## config.mk

```make
export PLATFORM = sky130hd
export DESIGN_NAME = quad_decoder
export DESIGN_NICKNAME = d
export VERILOG_FILES = /design/src/rtl/quad_decoder.sv
export SDC_FILE = /design/constraint.sdc
export NUM_CORES = 1
export LEC_CHECK = 0
export ABC_CLOCK_PERIOD_IN_PS = 3900
export BUFFER_PORTS_ARGS = -buffer_cell sky130_fd_sc_hd__buf_4
export CAP_MARGIN = 20
export CORE_MARGIN = 2
export CORE_UTILIZATION = 55
export CTS_CLUSTER_SIZE = 40
export DETAILED_ROUTE_END_ITERATION = 12
export GPL_ROUTABILITY_DRIVEN = 0
export MAX_ROUTING_LAYER = met4
export PLACE_DENSITY = 0.81
export SLEW_MARGIN = 5
export SYNTH_ARGS = -nofsm -noshare
export SYNTH_HDL_FRONTEND = slang
export SYNTH_SLANG_ARGS = --single-unit
```

## constraint.sdc

```tcl
create_clock -name clk -period 3.9 [get_ports clk]
set_clock_uncertainty 0.2 [all_clocks]
set_input_delay 0.78 -clock clk [delete_from_list [all_inputs] [get_ports clk]]
set_output_delay 0.78 -clock clk [all_outputs]
set_load 0.02 [all_outputs]
```

## src/rtl/quad_decoder.sv

```systemverilog
// Quadrature A/B decoder: synchronises, optionally glitch-filters (define QDEC_FILTER_EN)
// and Gray-decodes the inputs into step/up for the position counter, flagging illegal jumps.
module quad_decoder #(
    parameter int SYNC_STAGES = 2,
    parameter int FILTER_LEN  = 4,
    parameter int ERR_CNT_W   = 8
) (
    input  logic                 clk,
    input  logic                 reset_n,
    input  logic                 enable,
    input  logic                 a_in,
    input  logic                 b_in,
    input  logic                 err_clr,
    output logic                 step,
    output logic                 up,
    output logic                 err,
    output logic [ERR_CNT_W-1:0] err_count,
    output logic [1:0]           state_ab
);

    typedef enum logic [1:0] {
        S00 = 2'b00,
        S01 = 2'b01,
        S11 = 2'b11,
        S10 = 2'b10
    } ab_state_t;

    generate
        if (SYNC_STAGES < 2 || FILTER_LEN < 1 || ERR_CNT_W < 1) begin : g_bad_params
            $error("quad_decoder: SYNC_STAGES must be >= 2, FILTER_LEN and ERR_CNT_W >= 1");
        end
    endgenerate

    logic [SYNC_STAGES-1:0] a_sync;
    logic [SYNC_STAGES-1:0] b_sync;
    logic [SYNC_STAGES-1:0] sync_fill;
    logic [1:0]             sync_ab;
    logic                   sync_valid;
    logic [1:0]             cur_ab;
    logic                   cur_valid;

    // sync_fill marks when the chains hold real samples rather than reset zeros,
    // so the first decoded sample after reset reflects the actual input level.
    always_ff @(posedge clk or negedge reset_n) begin
        if (!reset_n) begin
            a_sync    <= '0;
            b_sync    <= '0;
            sync_fill <= '0;
        end else begin
            a_sync    <= {a_sync[SYNC_STAGES-2:0], a_in};
            b_sync    <= {b_sync[SYNC_STAGES-2:0], b_in};
            sync_fill <= {sync_fill[SYNC_STAGES-2:0], 1'b1};
        end
    end

    assign sync_ab    = {a_sync[SYNC_STAGES-1], b_sync[SYNC_STAGES-1]};
    assign sync_valid = sync_fill[SYNC_STAGES-1];

`ifdef QDEC_FILTER_EN
    localparam int CNT_W = $clog2(FILTER_LEN + 1);

    logic [1:0][CNT_W-1:0] run_cnt;
    logic [1:0]            filt_ab;
    logic                  primed;

    // The first valid sample is taken as-is so start-up does not look like a transition.
    always_ff @(posedge clk or negedge reset_n) begin
        if (!reset_n) begin
            run_cnt <= '0;
            filt_ab <= '0;
            primed  <= 1'b0;
        end else if (!primed) begin
            if (sync_valid) begin
                filt_ab <= sync_ab;
                primed  <= 1'b1;
            end
        end else begin
            for (int ch = 0; ch < 2; ch++) begin
                if (sync_ab[ch] == filt_ab[ch]) begin
                    run_cnt[ch] <= '0;
                end else if (run_cnt[ch] == CNT_W'(FILTER_LEN - 1)) begin
                    filt_ab[ch] <= sync_ab[ch];
                    run_cnt[ch] <= '0;
                end else begin
                    run_cnt[ch] <= run_cnt[ch] + 1'b1;
                end
            end
        end
    end

    assign cur_ab    = filt_ab;
    assign cur_valid = primed;
`else
    assign cur_ab    = sync_ab;
    assign cur_valid = sync_valid;
`endif

    function automatic ab_state_t fwd_of(input ab_state_t s);
        case (s)
            S00:     fwd_of = S01;
            S01:     fwd_of = S11;
            S11:     fwd_of = S10;
            default: fwd_of = S00;
        endcase
    endfunction

    function automatic ab_state_t rev_of(input ab_state_t s);
        case (s)
            S00:     rev_of = S10;
            S10:     rev_of = S11;
            S11:     rev_of = S01;
            default: rev_of = S00;
        endcase
    endfunction

    ab_state_t state;
    logic      init;

    // state always resyncs to the accepted sample; pulses only when enabled and past init.
    always_ff @(posedge clk or negedge reset_n) begin
        if (!reset_n) begin
            state     <= S00;
            init      <= 1'b1;
            step      <= 1'b0;
            up        <= 1'b1;
            err       <= 1'b0;
            err_count <= '0;
        end else begin
            step <= 1'b0;
            err  <= 1'b0;
            if (err_clr) begin
                err_count <= '0;
            end
            if (cur_valid) begin
                if (init) begin
                    state <= ab_state_t'(cur_ab);
                    init  <= 1'b0;
                end else if (cur_ab != state) begin
                    state <= ab_state_t'(cur_ab);
                    if (enable) begin
                        if (cur_ab == fwd_of(state)) begin
                            step <= 1'b1;
                            up   <= 1'b1;
                        end else if (cur_ab == rev_of(state)) begin
                            step <= 1'b1;
                            up   <= 1'b0;
                        end else begin
                            err <= 1'b1;
                            if (!err_clr && err_count != '1) begin
                                err_count <= err_count + 1'b1;
                            end
                        end
                    end
                end
            end
        end
    end

    assign state_ab = state;

endmodule

```

==> summary.txt <==
DRC errors left - 0
share of the synthesized area in the top cell type - 0.522
number of synthesized flops with an enable pin - 0
share of total power in sequential cells - 0.580
Avg Cell Area, Syn - 11.3 sq um
net count reported at finish - 103
die area - 1900 sq um
start-to-end type of the worst setup path - input pin to flop
horizontal die dimension - 43.6 microns
number of nets with antenna violations after detailed routing - 0
Max-Cap Viols - 0
part of the Yosys area used for sequential elements - 0.583
fraction of the mapped netlist area in simple logic gates - 0.170
worst-path fanout max - 14
CTS Root Cell - sky130_fd_sc_hd__clkbuf_4
Core ar. - 1490 sq um
adder and majority gate portion of the synthesized area - 0.0145
Syn Nets - 83
Compound-Gate Fraction of Synth Area - 0.120
fraction of final layout cells sized beyond drive strength 1 - 0.305
Crit path required time - 3930 ps
global-route wire length before repair - 2460 microns
Cell Rows - 14
# IOs - 19
register clock-pin slew on the reported worst setup and hold paths - 110 ps
multiplexer fraction of the synthesized cell area - 0.0261
DR vias/cell - 5.91
Switching Fraction - 0.237
Yosys warning total - 0
CTS tree - built
Tcrit/Tclk final - 0.537
Setup Fix Bufs, Post-CTS - 0
CP arrival - 2120 ps
power per cell area - 374 nW/um^2
worst hold margin - 132 ps
initial core utilization - 0.579
power share of the combinational group - 0.120
number of gates given a new drive strength after cts - 0
largest net degree at the start of global routing - 21
result of the run - finished clean
proportion of power drawn by the clock network - 0.301
sum of overflow across all layers after global routing - 0
Synth Flop Type - sky130_fd_sc_hd__dfrtp_1
Final setup viols - 0
CTS Hold Bufs - 0
class of the tightest hold or removal check - input pin to async pin
diode insertion count for antenna repair - 0
Die Ht - 43.6 microns
H-tree lvl count - 1
vias in the first global route - 579
Max Freq - 478 MHz
Post-synth ARST share - 1.00
combinational family with the most area after synthesis - simple AND/OR/NAND/NOR gates
antenna violations before repair - 0
measured slew at the worst slew-check pin - 597 ps
slack of the critical path - 1810 ps
Post-Route WL - 1490 microns
share of the synthesized netlist area taken by xor and xnor gates - 0.0508
number of unique standard cell types used by synthesis - 27
total track usage - 0.186
max-slew violation count - 0
time the worst path needs with I/O delays and setup - 2090 ps
flip-flop and latch count after synthesis - 20
Peak VDD IR - 278 uV
Sw Pwr - 0.0919 mW
first drt pass iteration count - 4
netlist area before placement - 862 sq um
sequential standard cell area - 503 sq um
Bufs on Longest Clock Path - 2
total CTS buffers - 3
Filler Cell Count - 114
unrepaired setup endpoints after global routing - false
wire per inst - 13.4 microns
total area of multi-input combinational cells - 333 sq um
cell type with the highest aggregate area in the netlist - sky130_fd_sc_hd__dfrtp_1
Internal - 0.296 mW
largest cells by area after synthesis - sky130_fd_sc_hd__dfrtp_1, sky130_fd_sc_hd__dfstp_2, sky130_fd_sc_hd__a21oi_1, sky130_fd_sc_hd__xnor2_1, sky130_fd_sc_hd__o31ai_1
Worst Setup Slack post-DPL - 1510 ps
category of the worst setup path launch point - input pin
type of destination of the critical path - flop
worst skew pair latency - 300 ps
post-DP HPWL - 1100 microns
headroom to the max-slew limit - 0.600
share of the core filled with cells - 0.697
Final Hold Viols - 0
number of port buffers - 18
Area Growth Syn to Fin - 20.5%
Leak - 0.461 nW
First DRT Iteration DRCs - 19
sum of internal, switching and leakage power - 0.388 mW
setup TNS - 0 ps
Synth Instances - 76
number of clock sinks - 20
vias - 656
==> metrics by stage <==
stage / std cells / instance area, sq um
final: 111 / 1040
after global routing: 111 / 1040
after CTS: 111 / 1040
after detailed placement: 107 / 1000
after global placement: 107 / 1000
after floorplan: 76 / 862
==> logic make-up (layout without fill, tap and decap cells) <==
family / after synthesis / in the layout
other: 1 / 1
xor gates and xnor gates: 5 / 5
buffers and inverters: 6 / 25
DFF: 20 / 20
AOI/OAI and AO/OA: 18 / 18
muxes: 2 / 2
and+or+nand+nor: 23 / 23
adders and majority gates: 1 / 1
==> path summary, 6_finish.rpt <==
kind                                start            to  slack, ps  cells past startpoint
max in group asynchronous         reset_n          init       3090                      1
worst max-delay path               enable  err_count[4]       1810                      5
min in group clk                b_sync[0]     b_sync[1]        160                      0
worst min-delay path              reset_n  err_count[7]        130                      1
worst min register to register  b_sync[0]     b_sync[1]        160                      0
worst max register to register       init  err_count[4]       1880                      4
==> area by class of cell <==
class	instances	share of cell area
sequential	20	0.484
multi-input combinational	50	0.320
timing repair buffer	18	0.130
clock buffer	4	0.0349
tap	16	0.0193
inverter	3	0.0108
==> Yosys cell counts, types with 2 or more instances <==
master,count
sky130_fd_sc_hd__o21ai_0,4
sky130_fd_sc_hd__a21oi_1,9
sky130_fd_sc_hd__nand2_1,2
sky130_fd_sc_hd__or3_1,2
sky130_fd_sc_hd__nor2_1,3
sky130_fd_sc_hd__o31ai_1,4
sky130_fd_sc_hd__dfrtp_1,18
sky130_fd_sc_hd__xnor2_1,5
sky130_fd_sc_hd__mux2_2,2
sky130_fd_sc_hd__nand3_1,4
sky130_fd_sc_hd__or4_1,4
sky130_fd_sc_hd__dfstp_2,2
sky130_fd_sc_hd__inv_1,3
==> state kept, by name (all words and copies together) (netlist names) <==
name       cells
a_sync         2
err_count      8
b_sync         2
init           1
step           1
up             1
state_ab       2
sync_fill      2
err            1
==> critical path, stage by stage <==
cell                       delay (ps)
sky130_fd_sc_hd__buf_4             80
sky130_fd_sc_hd__nand3b_2         100
sky130_fd_sc_hd__or3_4            470
sky130_fd_sc_hd__or4_1            520
sky130_fd_sc_hd__a21oi_1          170
==> power by group through the flow <==
stage	Sequential, mW	Clock, mW	Combinational, mW
finish	0.225	0.117	0.0465
global route	0.226	0.126	0.0509
CTS	0.225	0.120	0.0475
detailed placement	0.229	0	0.0475
global placement	0.229	0	0.0457
floorplan	0.236	0	0.0197
==> layout by cell type (no fill, tap or decap) <==
cell                       netlist  final
sky130_fd_sc_hd__dfrtp_1        18     18
sky130_fd_sc_hd__buf_4           1     18
sky130_fd_sc_hd__a21oi_1         9      9
sky130_fd_sc_hd__xnor2_1         5      5
sky130_fd_sc_hd__nand3_1         4      4
sky130_fd_sc_hd__o31ai_1         4      4
sky130_fd_sc_hd__or4_1           4      4
sky130_fd_sc_hd__o21ai_0         4      4
sky130_fd_sc_hd__inv_1           3      3
sky130_fd_sc_hd__nor2_1          3      3
sky130_fd_sc_hd__clkbuf_4        0      3
sky130_fd_sc_hd__nand2_1         2      2
sky130_fd_sc_hd__or3_1           2      2
sky130_fd_sc_hd__mux2_2          2      2
sky130_fd_sc_hd__dfstp_2         2      2
sky130_fd_sc_hd__nand3b_2        1      1
sky130_fd_sc_hd__or3_4           1      1
sky130_fd_sc_hd__and4b_1         1      1
sky130_fd_sc_hd__nor3_1          1      1
sky130_fd_sc_hd__or2_2           1      1
sky130_fd_sc_hd__nand4_1         1      1
sky130_fd_sc_hd__nand3b_1        1      1
sky130_fd_sc_hd__o41ai_1         1      1
sky130_fd_sc_hd__and2b_1         1      1
sky130_fd_sc_hd__ha_1            1      1
sky130_fd_sc_hd__clkbuf_8        0      1
sky130_fd_sc_hd__conb_1          1      1
==> layer usage <==
layer | global-route usage | vias up | part of all wire
met3 | 0.0375 | 4 | 0.070
met2 | 0.306 | 23 | 0.50
met5 | - | - | 0
li1 | - | 310 | -
met4 | 0.0909 | 0 | 0.017
met1 | 0.217 | 319 | 0.42
(Power assumes the default switching activity.)
